$ cat src/rtl/cmp_dec_pkg.sv
// rtl/cmp_dec_pkg.sv - shared types, constants and window helper for cmp_decimator
package cmp_dec_pkg;

  typedef enum logic {
    PRIME = 1'b0,
    ACC   = 1'b1
  } state_t;

  localparam int WIN_BASE_LOG2 = 5;
  localparam int CNT_W_DEF     = 8;
  // wcnt must reach the longest window minus one (256 - 1)
  localparam int WCNT_W        = WIN_BASE_LOG2 + 3;

  // Window length in cycles for a 2-bit selector: 32, 64, 128 or 256
  function automatic logic [WCNT_W:0] win_len(input logic [1:0] sel);
    return (WCNT_W+1)'(1 << (WIN_BASE_LOG2 + int'(sel)));
  endfunction

endpackage

$ cat src/rtl/cmp_decimator_if.sv
// rtl/cmp_decimator_if.sv - control, comparator and result signals of cmp_decimator
interface cmp_decimator_if
  import cmp_dec_pkg::*;
#(
  parameter int CNT_W = CNT_W_DEF
);

  logic             ena;
  logic             cmp_in;
  logic [1:0]       win_sel;
  logic             out_sel;
  logic             hold;
  logic [CNT_W-1:0] result;
  logic             result_valid;
  logic             cmp_sync;

  modport master (
    output ena, cmp_in, win_sel, out_sel, hold,
    input  result, result_valid, cmp_sync
  );

  modport slave (
    input  ena, cmp_in, win_sel, out_sel, hold,
    output result, result_valid, cmp_sync
  );

endinterface

$ cat src/rtl/cmp_sync.sv
// rtl/cmp_sync.sv - enable-gated multi-flop synchronizer for an async comparator tap
module cmp_sync #(
  parameter int SYNC_STAGES = 2
) (
  input  logic clk,
  input  logic rst_n,
  input  logic ena,
  input  logic d,
  output logic q
);

  logic [SYNC_STAGES-1:0] stages;

  // Shift the async level through the flop chain; frozen while disabled
  always_ff @(posedge clk) begin
    if (!rst_n) begin
      stages <= '0;
    end else if (ena) begin
      stages <= {stages[SYNC_STAGES-2:0], d};
    end
  end

  assign q = stages[SYNC_STAGES-1];

endmodule

$ cat src/rtl/cmp_decimator.sv
// rtl/cmp_decimator.sv - windowed ones/toggle counter for a synchronized comparator output
module cmp_decimator
  import cmp_dec_pkg::*;
#(
  parameter int SYNC_STAGES = 2,
  parameter int CNT_W       = CNT_W_DEF
) (
  input logic            clk,
  input logic            rst_n,
  cmp_decimator_if.slave bus
);

  state_t            state;
  state_t            state_nx;
  logic              s;
  logic              s_prev;
  logic [1:0]        prime_cnt;
  logic [WCNT_W-1:0] wcnt;
  logic [WCNT_W:0]   win_len_q;
  logic [CNT_W:0]    ones;
  logic [CNT_W:0]    tog;
  logic [CNT_W:0]    ones_nx;
  logic [CNT_W:0]    tog_nx;
  logic [CNT_W-1:0]  cap_ones;
  logic [CNT_W-1:0]  cap_tog;
  logic              valid_q;
  logic              prime_last;
  logic              last_cyc;
  logic              acc_en;
  logic              prime_exit;
  logic              boundary;

  // Clamp a widened accumulator to the result width
  function automatic logic [CNT_W-1:0] sat(input logic [CNT_W:0] x);
    return x[CNT_W] ? '1 : x[CNT_W-1:0];
  endfunction

  cmp_sync #(.SYNC_STAGES(SYNC_STAGES)) u_sync (
    .clk   (clk),
    .rst_n (rst_n),
    .ena   (bus.ena),
    .d     (bus.cmp_in),
    .q     (s)
  );

  assign prime_last = (prime_cnt == 2'(SYNC_STAGES - 1));
  assign last_cyc   = ({1'b0, wcnt} == (win_len_q - (WCNT_W+1)'(1)));
  assign ones_nx    = (&ones) ? ones : ones + (CNT_W+1)'(s);
  assign tog_nx     = (&tog)  ? tog  : tog  + (CNT_W+1)'(s != s_prev);

  // FSM state register; PRIME only advances on enabled cycles
  always_ff @(posedge clk) begin
    if (!rst_n) begin
      state <= PRIME;
    end else if (bus.ena) begin
      state <= state_nx;
    end
  end

  // Next state: leave PRIME on its last enabled cycle, ACC is terminal
  always_comb begin
    state_nx = state;
    if (state == PRIME && prime_last) begin
      state_nx = ACC;
    end
  end

  // FSM decoded strobes for the datapath
  always_comb begin
    acc_en     = 1'b0;
    prime_exit = 1'b0;
    boundary   = 1'b0;
    case (state)
      PRIME:   prime_exit = bus.ena && prime_last;
      ACC: begin
        acc_en   = bus.ena;
        boundary = bus.ena && last_cyc;
      end
      default: ;
    endcase
  end

  // Count PRIME cycles and track the previous synchronized level
  always_ff @(posedge clk) begin
    if (!rst_n) begin
      prime_cnt <= '0;
      s_prev    <= 1'b0;
    end else if (bus.ena) begin
      s_prev <= s;
      if (state == PRIME) begin
        prime_cnt <= prime_cnt + 2'd1;
      end
    end
  end

  // Window length is latched only at window starts so mid-window changes wait
  always_ff @(posedge clk) begin
    if (!rst_n) begin
      win_len_q <= win_len(2'd0);
    end else if (prime_exit || boundary) begin
      win_len_q <= win_len(bus.win_sel);
    end
  end

  // Accumulate the current window; a boundary starts the next one with no gap
  always_ff @(posedge clk) begin
    if (!rst_n) begin
      ones <= '0;
      tog  <= '0;
      wcnt <= '0;
    end else if (acc_en) begin
      if (boundary) begin
        ones <= '0;
        tog  <= '0;
        wcnt <= '0;
      end else begin
        ones <= ones_nx;
        tog  <= tog_nx;
        wcnt <= wcnt + WCNT_W'(1);
      end
    end
  end

  // Capture the finished window including its final sample unless held
  always_ff @(posedge clk) begin
    if (!rst_n) begin
      cap_ones <= '0;
      cap_tog  <= '0;
      valid_q  <= 1'b0;
    end else begin
      valid_q <= boundary && !bus.hold;
      if (boundary && !bus.hold) begin
        cap_ones <= sat(ones_nx);
        cap_tog  <= sat(tog_nx);
      end
    end
  end

  assign bus.result       = bus.out_sel ? cap_tog : cap_ones;
  assign bus.result_valid = valid_q;
  assign bus.cmp_sync     = s;

endmodule

$ cat src/flat_wrapper.sv
// flat-port wrapper written by rule: the top's interface ports become plain ports
module cmp_decimator_flat import cmp_dec_pkg::*;
#(
  parameter int SYNC_STAGES = 2,
  parameter int CNT_W       = CNT_W_DEF
)
  (clk, rst_n, bus_ena, bus_cmp_in, bus_win_sel, bus_out_sel, bus_hold, bus_result, bus_result_valid, bus_cmp_sync);
  cmp_decimator_if #(.CNT_W(CNT_W)) bus_i ();
  input logic clk;
  input logic rst_n;
  input wire logic [$bits(bus_i.ena)-1:0] bus_ena;
  input wire logic [$bits(bus_i.cmp_in)-1:0] bus_cmp_in;
  input wire logic [$bits(bus_i.win_sel)-1:0] bus_win_sel;
  input wire logic [$bits(bus_i.out_sel)-1:0] bus_out_sel;
  input wire logic [$bits(bus_i.hold)-1:0] bus_hold;
  output wire logic [$bits(bus_i.result)-1:0] bus_result;
  output wire logic [$bits(bus_i.result_valid)-1:0] bus_result_valid;
  output wire logic [$bits(bus_i.cmp_sync)-1:0] bus_cmp_sync;
  assign bus_i.ena = bus_ena;
  assign bus_i.cmp_in = bus_cmp_in;
  assign bus_i.win_sel = bus_win_sel;
  assign bus_i.out_sel = bus_out_sel;
  assign bus_i.hold = bus_hold;
  assign bus_result = bus_i.result;
  assign bus_result_valid = bus_i.result_valid;
  assign bus_cmp_sync = bus_i.cmp_sync;
  cmp_decimator #(.SYNC_STAGES(SYNC_STAGES), .CNT_W(CNT_W)) u_core (.clk(clk), .rst_n(rst_n), .bus(bus_i));
endmodule
$ cat config.mk
export PLATFORM = sky130hd
export DESIGN_NAME = cmp_decimator_flat
export DESIGN_NICKNAME = d
export VERILOG_FILES = /design/src/rtl/cmp_dec_pkg.sv /design/src/rtl/cmp_decimator_if.sv /design/src/rtl/cmp_sync.sv /design/src/rtl/cmp_decimator.sv /design/src/flat_wrapper.sv
export SDC_FILE = /design/constraint.sdc
export NUM_CORES = 1
export LEC_CHECK = 0
export ABC_AREA = 0
export ABC_CLOCK_PERIOD_IN_PS = 3000
export CAP_MARGIN = 40
export CELL_PAD_IN_SITES_DETAIL_PLACEMENT = 1
export CELL_PAD_IN_SITES_GLOBAL_PLACEMENT = 2
export CORE_UTILIZATION = 37
export CTS_CLUSTER_DIAMETER = 40
export CTS_CLUSTER_SIZE = 16
export DETAILED_ROUTE_END_ITERATION = 7
export GPL_TIMING_DRIVEN = 0
export PLACE_DENSITY = 0.88
export SLEW_MARGIN = 20
export SYNTH_ARGS = -nofsm -noshare
export SYNTH_HDL_FRONTEND = slang
export SYNTH_SLANG_ARGS = --single-unit
$ cat constraint.sdc
create_clock -name clk -period 3 [get_ports clk]
set_input_delay 0.6 -clock clk [delete_from_list [all_inputs] [get_ports clk]]
set_output_delay 0.6 -clock clk [all_outputs]
set_load 0.005 [all_outputs]
==> results by group, run 1 <==
Run status
  – Status: completed

Clocking
  – CTS tree: yes
  – Root Driver: clkbuf_8
  – Number of CTS-inserted buffers: 9
  – Sink Count: 57
  – CTS Hold Bufs: 0
  – Reg clk slew, reported paths: 0.07 ns
  – # H-tree levels: 3
  – Clk_lat worst skew: 0.34 ns
  – Buffer depth of the longest clock path: 2

Floorplanning
  – Initial Utilization: 0.3879
  – Die Wd: 89.91 microns
  – Core area: 7370 sq um
  – Rows: 31
  – Boundary Pins: 18
  – Die area: 8083 sq um
  – Die Y: 89.91 microns

Placement
  – Pre-CTS setup slack: 0.1302 ns
  – Dpl cells: 426
  – Post-DP HPWL: 5071 microns
  – PortBufs: 14
  – DP Area: 3123 sq um
  – RD Place Congestion: 0.7465

Synthesis
  – Syn nets: 328
  – Yosys warns: 0
  – Synth Flop Type: dfxtp_1
  – Yosys top cell by area: dfxtp_1
  – Most area-consuming cells after synthesis: dfxtp_1, xor2_1, nor2_1
  – #FFs+latches synth: 57
  – Area share of the largest cell type after synthesis: 0.3991
  – Gate Count Post-Synth: 313
  – Post-synth ARST share: 0
  – Mapped Avg Cell Area: 9.134 sq um
  – EDFF count, synth: 0
  – Part of the Yosys area used for sequential elements: 0.3991
  – Synth unique cells: 53
  – Top-count cell post-synth: dfxtp_1
  – Synth cell count leaders: dfxtp_1, nor2_1, nand2_1, xor2_1, nand3_1
  – Syn Std Cell Area: 2859 sq um

Cells and area
  – Area Overhead vs Synth: 15.40%
  – Fill count: 867
  – Layout cells sized above 1: 0.1257
  – Finished Layout Cells: 441
  – Layout Nets: 353
  – Final Instance Area: 3299 sq um
  – Diodes inserted: 0

Worst setup path
  – Critical path class: reg2reg
  – Crit-path slowest cell: a221o_1
  – Family with the most delay on the worst path: compound AO/OA/AOI/OAI gates
  – Crit path max fanout: 10
  – Crit start category: flip-flop
  – Required @ worst endpoint: 3.18 ns
  – Largest stage delay, worst path: 0.38 ns
  – Worst-path cell chain: buf_2 -> inv_1 -> ha_1 -> clkbuf_1 -> o21ba_1 -> a221o_1 -> a211oi_4 -> o221ai_4 -> nor2_4 -> buf_6 -> a311oi_1
  – Crit path DAT: 2.96 ns
  – Crit path capture type: flip-flop
  – Number of buffers and inverters on the critical path: 4

STA
  – Measured slew at the worst slew-check pin: 0.7365 ns
  – # setup viols final: 0
  – Max Slew Vio Count: 0
  – Period minus WS final: 2.776 ns
  – Final WS setup: 0.2236 ns
  – Max Clock Skew: 0.009239 ns
  – Max_slew headroom: 0.4950
  – Max frequency: 0.3602 GHz
  – Setup TNS: 0 ns
  – Unrepaired setup endpoints after global routing: false
  – Fin. Hold Viols: 0
  – Tcrit/Tclk final: 0.9255

Detailed routing
  – DRT Pass-1 Iters: 4
  – DRC: 0
  – Vias per cell: 5.415
  – Detailed-route wire length: 6893 microns
  – Remaining antenna violation count after routing: 0
  – DR iter-0 viols: 52
  – Via Count: 2388
  – Wire length per cell: 15.63 microns

Global route
  – Initial antenna violation count: 0
  – Vias in the first global route: 2379
  – Global-route wire length before repair: 11870 microns
  – Pin count of the biggest net entering global routing: 11
  – Total gr overflow: 0
  – GRT Util Overall: 0.1847

Power and ir drop
  – Static leakage power: 0.001147 uW
  – Total Power: 1477 uW
  – Power Dens Cells: 447.5 nW/um^2
  – Peak VDD IR: 0.2109 mV

Hold path
  – Hold crit path type: reg2reg

Job
  – Max-cap violations: 0
[stage by stage]
stage                     hold WS [ns]  utilization
after CTS                       0.4884       0.4457
final                           0.4839       0.4477
after global routing            0.5203       0.4477
after global placement          0.4663       0.4238
after floorplan                 0.4521            -
after detailed placement        0.4795       0.4238
[final cells by class]
class | instances | area, sq um | share of cell area
Clock buffer | 11 | 141.4 | 0.04285
Multi-Input combinational cell | 232 | 1623 | 0.4918
Buffer | 15 | 76.32 | 0.02313
Clock inverter | 4 | 20.02 | 0.006068
Tap cell | 99 | 123.9 | 0.03754
Sequential cell | 57 | 1141 | 0.3458
Timing Repair Buffer | 14 | 140.1 | 0.04247
Inverter | 9 | 33.78 | 0.01024
[placed cells by master, fill, tap and decap left out, types with 4 or more instances in the layout]
master | netlist | layout
a21oi_1 | 13 | 13
a22o_1 | 4 | 4
a311oi_1 | 8 | 8
and3_1 | 4 | 4
buf_2 | 4 | 4
clkbuf_1 | 9 | 10
clkbuf_8 | 0 | 10
clkdlybuf4s50_1 | 0 | 14
clkinv_2 | 0 | 4
dfxtp_1 | 57 | 57
ha_1 | 7 | 7
inv_1 | 7 | 7
mux2_2 | 8 | 8
mux2i_1 | 5 | 5
nand2_1 | 29 | 28
nand3_1 | 14 | 13
nand4_1 | 8 | 8
nor2_1 | 32 | 32
nor3_1 | 8 | 8
o21ai_1 | 12 | 12
o221a_1 | 7 | 7
xnor2_1 | 13 | 13
xor2_1 | 16 | 16
[sequential cells by signal (all words and copies together), names as in the netlist]
register,flops
u_core.cap_tog,8
u_core.bus.result_valid,1
u_core.tog,9
u_core.cap_ones,8
u_core.prime_cnt,2
u_core.win_len_q,8
u_core.ones,9
u_core.state,1
u_core.u_sync.stages,2
u_core.s_prev,1
u_core.wcnt,8
[layer usage]
| metal | up-vias | wire, microns | share of wire | GRT usage |
|---|---|---|---|---|
| met3 | 8 | 122 | 0.018 | 0.02792 |
| met1 | 1169 | 3495 | 0.51 | 0.2520 |
| met4 | 0 | 123 | 0.018 | 0.09274 |
| met2 | 28 | 3153 | 0.46 | 0.2840 |
| li1 | 1183 | - | - | - |
| met5 | - | 0 | 0 | 0 |
[tightest hold or removal path, stage by stage, from the launching register on]
cell and delay (ns):
dfxtp_1 0.33, nand2_1 0.06, o21ai_1 0.05
[where the power goes]
group | switching (uW) | internal (uW) | total, uW
Sequential | 9.70 | 766 | 776
Clock | 305 | 312 | 617
Combinational | 54.6 | 29.3 | 83.9
[final timing paths]
kind,startpoint,endpoint,slack (ns),cells past startpoint
setup / recovery,u_core.win_len_q[4],u_core.cap_ones[7],0.22,11
hold / removal,u_core.ones[7],u_core.ones[7],0.48,2
setup reg to reg,u_core.win_len_q[4],u_core.cap_ones[7],0.22,11
hold reg to reg,u_core.ones[7],u_core.ones[7],0.48,2
[timing repair]
action	4_1_cts	5_1_grt
buffers inserted	0	0
gates resized for setup	0	3
endpoints found under the setup margin	0	14
[cells by family (layout without fill, tap and decap cells)]
group | after synthesis | in the layout | synth area share
AND/OR/NAND/NOR | 120 | 120 | 0.2223
multiplexers | 14 | 14 | 0.05296
flip-flops | 57 | 57 | 0.3991
AO/OA/AOI/OAI | 62 | 62 | 0.1676
buffers and inverters | 24 | 53 | 0.03851
XOR/XNOR | 29 | 29 | 0.08884
adder cells (fa/ha/maj) | 7 | 7 | 0.03063
Power figures use the tool's default switching activity.
==> run 2: changes to the inputs <==
--- a/config.mk
+++ b/config.mk
@@ -10,10 +10,11 @@
 export CAP_MARGIN = 40
 export CELL_PAD_IN_SITES_DETAIL_PLACEMENT = 1
 export CELL_PAD_IN_SITES_GLOBAL_PLACEMENT = 2
-export CORE_UTILIZATION = 37
+export CORE_UTILIZATION = 40
 export CTS_CLUSTER_DIAMETER = 40
 export CTS_CLUSTER_SIZE = 16
 export DETAILED_ROUTE_END_ITERATION = 7
+export DONT_BUFFER_PORTS = 1
 export GPL_TIMING_DRIVEN = 0
 export PLACE_DENSITY = 0.88
 export SLEW_MARGIN = 20
==> run 2 against run 1 <==
Effect of this change: via count fell by 2.5%; total power rose by 6.6%; largest cell class unchanged; setup slack got worse by 0.025 ns; design area fell by 3.5%; largest power group unchanged.
==> results by group, run 2 (same netlist as run 1, synthesis figures left out) <==
Run status
  – Status: completed

Floorplanning
  – Core area: 6832 sq um (-7.3%)
  – Boundary Pins: 18 (unchanged)
  – Die area: 7489 sq um (-7.3%)
  – Initial Utilization: 0.4185 (+0.03055)
  – Die Y: 86.54 microns (-3.7%)
  – Rows: 30 (-3.2%)
  – Die Wd: 86.54 microns (-3.7%)

STA
  – Fin. Hold Viols: 0 (unchanged)
  – Final hold slack: 0.3347 ns (-0.1491 ns)
  – Max Clock Skew: 0.01109 ns (+0.001855 ns)
  – Final WS setup: 0.1984 ns (-0.02523 ns)
  – # setup viols final: 0 (unchanged)
  – Tcrit/Tclk final: 0.9339 (+0.008410)
  – Max Slew Vio Count: 0 (unchanged)
  – Max frequency: 0.3569 GHz (-0.90%)
  – Period minus WS final: 2.802 ns (+0.02523 ns)
  – Measured slew at the worst slew-check pin: 0.7345 ns (-0.001924 ns)
  – Setup TNS: 0 ns (unchanged)
  – Max_slew headroom: 0.4963 (+0.001320)

Placement
  – Post-DP HPWL: 4952 microns (-2.4%)
  – RD Place Congestion: 0.7574 (+1.5%)
  – Pre-CTS setup slack: 0.1088 ns (-0.02147 ns)
  – DP Area: 2979 sq um (-4.6%)
  – PortBufs: 0 (-14)

Worst setup path
  – Largest stage delay, worst path: 0.35 ns (-0.03 ns)
  – Crit path DAT: 3.09 ns (+0.13 ns)
  – Worst Setup EP: u_core.cap_tog[7]
  – Worst-path cell chain: buf_2 -> inv_1 -> ha_1 -> clkbuf_1 -> o21ba_1 -> a221o_1 -> a211oi_2 -> o221ai_4 -> nor2_4 -> buf_6 -> o221a_1
  – Crit-path slowest cell: a221o_1
  – Required @ worst endpoint: 3.28 ns (+0.10 ns)
  – Critical R2R Capture: u_core.cap_tog[7]
  – Critical path class: reg2reg
  – Crit path capture type: flip-flop
  – Setup crit start: u_core.win_len_q[4]
  – Crit path max fanout: 10 (unchanged)
  – R2R cell count: 11 (unchanged)
  – Critical R2R Launch: u_core.win_len_q[4]
  – Worst R2R Setup Slack: 0.20 ns (-0.03 ns)
  – Crit start category: flip-flop

Clocking
  – Root Driver: clkbuf_8
  – Number of CTS-inserted buffers: 9 (unchanged)
  – Setup bufs post-CTS: 0 (unchanged)
  – Reg clk slew, reported paths: 0.07 ns (about the same)
  – # H-tree levels: 3 (unchanged)
  – CTS Hold Bufs: 0 (unchanged)
  – CTS-repair resized insts: 0 (unchanged)
  – CTS tree: yes
  – Sink Count: 57 (unchanged)
  – Clk_lat worst skew: 0.35 ns (about the same)
  – Buffer depth of the longest clock path: 2 (unchanged)

Cells and area
  – Diodes inserted: 0 (unchanged)
  – Layout cells sized above 1: 0.1337 (+0.008008)
  – Commonest non-fill, non-tap cell in the layout: dfxtp_1
  – Multi-input gate area: 1615 sq um (-0.46%)
  – Most frequent cells in the layout: dfxtp_1, nor2_1, nand2_1
  – Area Overhead vs Synth: 11.33%
  – Regs by FF count: u_core.ones: 9 flops, u_core.tog: 9 flops
  – Layout Nets: 339 (-4.0%)
  – Final Instance Area: 3183 sq um (-3.5%)
  – Fill count: 826 (-4.7%)
  – Seq. cell area: 1141 sq um (unchanged)

Detailed routing
  – Via Count: 2329 (-2.5%)
  – Vias per cell: 5.480 (+1.2%)
  – Wire length per cell: 15.62 microns (about the same)
  – Remaining antenna violation count after routing: 0 (unchanged)
  – DRT Pass-1 Iters: 4 (unchanged)
  – Detailed-route wire length: 6640 microns (-3.7%)
  – DRC: 0 (unchanged)
  – DR iter-0 viols: 66 (+27%)

Power and ir drop
  – Static leakage power: 0.001104 uW (-3.7%)
  – Peak VDD IR: 0.1818 mV (-14%)
  – Total Power: 1574 uW (+6.6%)
  – Power Dens Cells: 494.4 nW/um^2 (+10%)

Global route
  – Vias in the first global route: 2361 (-0.76%)
  – Global-route wire length before repair: 11520 microns (-2.9%)
  – GRT Util Overall: 0.2028 (+0.01802)
  – Initial antenna violation count: 0 (unchanged)
  – Total gr overflow: 0 (unchanged)
  – Pin count of the biggest net entering global routing: 11 (unchanged)

Job
  – Max-cap violations: 0 (unchanged)

Hold path
  – Hold crit path type: in2reg
## run 2: cell count changes in the layout (fill, tap and decap cells not counted), sizes merged
cell | previous run | this run
clkinvlp | 0 | 2
bufinv | 0 | 1
clkinv | 6 | 4
clkdlybuf4s50 | 14 | 0
## run 2: how the worst min path moves through the flow
stage          cells past startpoint  slack, ns                       to            from
2_1_floorplan                      2       0.45           u_core.ones[7]  u_core.ones[7]
3_3_place_gp                       2       0.46           u_core.ones[7]  u_core.ones[7]
3_5_place_dp                       2       0.48            u_core.tog[0]   u_core.tog[0]
4_1_cts                            1       0.32  u_core.bus.result_valid        bus_hold
5_1_grt                            1       0.32  u_core.bus.result_valid        bus_hold
6_report                           1       0.33  u_core.bus.result_valid        bus_hold
## run 2: report_power, final
group | switching, uW | total (uW) | leakage (uW) | internal (uW)
clock network | 320 | 723 | 0.0000953 | 403
logic | 51.1 | 75.3 | 0.000549 | 24.2
registers | 10.1 | 776 | 0.000460 | 766
## run 2: worst max-delay path, delay by kind of cell (launching register included)
| kind | cells | cell delay, ns |
|---|---|---|
| AND/OR/NAND/NOR | 1 | 0.25 |
| buffers and inverters | 4 | 0.67 |
| adder cells (fa/ha/maj) | 1 | 0.19 |
| flip-flops | 1 | 0.31 |
| AO/OA/AOI/OAI | 5 | 1.32 |
## run 2: metrics by stage
| stage | cells | utilization |
|---|---|---|
| 2_1_floorplan | 313 | - |
| 3_3_place_gp | 409 | 0.4361 |
| 3_5_place_dp | 409 | 0.4361 |
| 4_1_cts | 425 | 0.4648 |
| 5_1_grt | 425 | 0.4659 |
| 6_report | 425 | 0.4659 |
## run 2: layout make-up
cell class                      instances  share of cell area
Clock inverter                          5             0.01730
Tap cell                               96             0.03774
Clock buffer                           11             0.04442
Buffer                                 15             0.02398
Multi-Input combinational cell        232              0.5075
Sequential cell                        57              0.3585
Inverter                                9             0.01061
## run 2: metal layers
metal,track usage,wire length (microns),part of all wire
met5,0,0,0
met4,0.06364,86,0.013
met3,0.06286,201,0.030
met2,0.3175,3064,0.46
met1,0.2670,3288,0.50
==> run 3: changes to the inputs <==
--- a/config.mk
+++ b/config.mk
@@ -6,17 +6,17 @@
 export NUM_CORES = 1
 export LEC_CHECK = 0
 export ABC_AREA = 0
-export ABC_CLOCK_PERIOD_IN_PS = 3000
+export ABC_CLOCK_PERIOD_IN_PS = 2400
 export CAP_MARGIN = 40
 export CELL_PAD_IN_SITES_DETAIL_PLACEMENT = 1
 export CELL_PAD_IN_SITES_GLOBAL_PLACEMENT = 2
-export CORE_UTILIZATION = 40
+export CORE_UTILIZATION = 35
 export CTS_CLUSTER_DIAMETER = 40
 export CTS_CLUSTER_SIZE = 16
 export DETAILED_ROUTE_END_ITERATION = 7
 export DONT_BUFFER_PORTS = 1
 export GPL_TIMING_DRIVEN = 0
-export PLACE_DENSITY = 0.88
+export PLACE_DENSITY = 0.82
 export SLEW_MARGIN = 20
 export SYNTH_ARGS = -nofsm -noshare
 export SYNTH_HDL_FRONTEND = slang
==> constraint.sdc (replaced) <==
create_clock -name clk -period 2.4 [get_ports clk]
set_input_delay 0.48 -clock clk [delete_from_list [all_inputs] [get_ports clk]]
set_output_delay 0.48 -clock clk [all_outputs]
set_load 0.005 [all_outputs]
==> run 3 against run 2 <==
Effect of this change: routed wire length up 6.0%; count of clock-buffer cells in the layout unchanged; design area up 4.7%; sequential share of layout area down 1.4 points; critical path type unchanged; largest power group unchanged.
==> results by group, run 3 (same netlist as run 1, synthesis figures left out) <==
Run status
  – Status: completed

STA
  – # setup viols final: 0 (unchanged)
  – Measured slew at the worst slew-check pin: 0.5978 ns (-0.1367 ns)
  – Final hold slack: 0.2088 ns (-0.1260 ns)
  – Period minus WS final: 2.295 ns (-0.5063 ns)
  – Max Slew Vio Count: 0 (unchanged)
  – Max Clock Skew: 0.008077 ns (-0.003016 ns)
  – Tcrit/Tclk final: 0.9564 (+0.02252)
  – Max_slew headroom: 0.6015 (+0.1052)
  – Max frequency: 0.4357 GHz (+22%)
  – Fin. Hold Viols: 0 (unchanged)

Detailed routing
  – Vias per cell: 5.309 (-3.1%)
  – Detailed-route wire length: 7040 microns (+6.0%)
  – DR iter-0 viols: 58 (-12%)
  – Wire length per cell: 16.11 microns (+3.1%)
  – DRC: 0 (unchanged)
  – Remaining antenna violation count after routing: 0 (unchanged)
  – Via Count: 2320 (-0.39%)
  – DRT Pass-1 Iters: 4 (unchanged)

Cells and area
  – Most frequent cells in the layout: dfxtp_1, nor2_1, nand2_1
  – Commonest non-fill, non-tap cell in the layout: dfxtp_1
  – Layout cells sized above 1: 0.1821 (+0.04835)
  – Fill count: 901 (+9.1%)
  – Seq. cell area: 1147 sq um (+0.55%)
  – Layout Nets: 345 (+1.8%)
  – Multi-input gate area: 1683 sq um (+4.2%)
  – Area Overhead vs Synth: 16.54%
  – Diodes inserted: 0 (unchanged)
  – Regs by FF count: u_core.ones: 9 flops, u_core.tog: 9 flops

Clocking
  – CTS Hold Bufs: 0 (unchanged)
  – Reg clk slew, reported paths: 0.07 ns (about the same)
  – Number of CTS-inserted buffers: 9 (unchanged)
  – Root Driver: clkbuf_8
  – # H-tree levels: 3 (unchanged)
  – CTS tree: yes
  – Clk_lat worst skew: 0.34 ns (about the same)
  – Sink Count: 57 (unchanged)
  – Buffer depth of the longest clock path: 2 (unchanged)

Power and ir drop
  – Internal Pwr Total: 1491 uW (+25%)
  – Psw: 489.4 uW (+29%)
  – Clock power share: 0.462 (+0.003)
  – Logic pwr share: 0.049 (about the same)
  – Power Dens Cells: 594.4 nW/um^2 (+20%)
  – Peak VDD IR: 0.2108 mV (+16%)
  – Sequential share of power: 0.489 (-0.004)
  – Sw Ratio: 0.2471 (+0.005191)
  – Static leakage power: 0.001148 uW (+4.0%)
  – Total Power: 1981 uW (+26%)

Placement
  – RD Place Congestion: 0.7798 (+3.0%)
  – Post-DP HPWL: 4929 microns (-0.47%)
  – PortBufs: 0 (unchanged)

Worst setup path
  – Crit start category: flip-flop
  – Required @ worst endpoint: 2.66 ns (-0.62 ns)
  – Crit path DAT: 2.55 ns (-0.54 ns)
  – Critical path class: reg2reg
  – Crit path max fanout: 5 (-5)
  – Crit path capture type: flip-flop

Global route
  – Total gr overflow: 0 (unchanged)
  – GRT Util Overall: 0.1795 (-0.02325)
  – Pin count of the biggest net entering global routing: 11 (unchanged)
  – Global-route wire length before repair: 11850 microns (+2.8%)
  – Vias in the first global route: 2381 (+0.85%)
  – Initial antenna violation count: 0 (unchanged)

Floorplanning
  – Initial Utilization: 0.3662 (-0.05231)
  – Die Y: 92.38 microns (+6.7%)
  – Boundary Pins: 18 (unchanged)
  – Rows: 32 (+6.7%)
  – Core area: 7807 sq um (+14%)
  – Die area: 8534 sq um (+14%)
  – Die Wd: 92.38 microns (+6.7%)

Job
  – Max-cap violations: 0 (unchanged)

Hold path
  – Hold crit path type: in2reg
-- run 3: layer usage --
layer | track usage | wire (microns) | vias to the layer above
li1 | - | - | 1166
met1 | 0.2360 | 3528 | 1120
met2 | 0.2821 | 3232 | 22
met3 | 0.03038 | 136 | 12
met4 | 0.08984 | 142 | 0
met5 | 0 | 0 | -
-- run 3: cell type report --
type,instances,area share
clock buffers,11,0.04243
plain buffers,13,0.02328
inverters,9,0.01089
repair buffers,8,0.01915
well taps,102,0.03830
clock inverters,5,0.01652
flip-flops and latches,57,0.3443
multi-input cells,232,0.5051
-- run 3: power by group through the flow --
stage / Combinational, uW / Sequential [uW] / Clock, uW
finish: 96.7 / 969 / 914
global route: 108 / 971 / 985
CTS: 96.0 / 970 / 936
detailed placement: 93.7 / 991 / 0
global placement: 91.6 / 991 / 0
floorplan: 70.6 / 988 / 0
-- run 3: per-stage QoR --
stage                       util  area [sq um]   TNS [ns]  cells  setup WS (ns)
after floorplan                -          2865          0    313       0.002099
after global placement    0.3833          2993     -8.956    415        -0.2737
after detailed placement  0.3833          2993     -10.41    415        -0.3001
after CTS                 0.4199          3278          0    435       0.009045
after global routing      0.4268          3332  -0.006205    437      -0.002142
final                     0.4268          3332          0    437         0.1046
-- run 3: final timing paths --
| kind | slack (ns) | depth (start not counted) | end | start |
|---|---|---|---|---|
| worst max-delay path | 0.10 | 10 | u_core.cap_tog[5] | u_core.win_len_q[4] |
| worst min register to register | 0.49 | 2 | u_core.tog[0] | u_core.tog[0] |
| worst min-delay path | 0.21 | 1 | u_core.bus.result_valid | bus_hold |
| worst max register to register | 0.10 | 10 | u_core.cap_tog[5] | u_core.win_len_q[4] |
-- run 3: timing repair --
| action | CTS | global route |
|---|---|---|
| setup endpoints to repair | 46 | 32 |
| buffers inserted | 4 | 3 |
| cloned | 1 | 0 |
| resized for setup | 12 | 10 |
| pin swaps | 2 | 5 |
-- run 3: worst max-delay path, cell delays in order, from the launching register on --
cell and delay, ns:
dfxtp_2 0.33, buf_6 0.10, inv_4 0.03, ha_4 0.16, o21ba_1 0.16, a221o_1 0.35, a211oi_4 0.31, o221a_4 0.29
buf_6 0.13, a21oi_1 0.08, a311oi_2 0.26
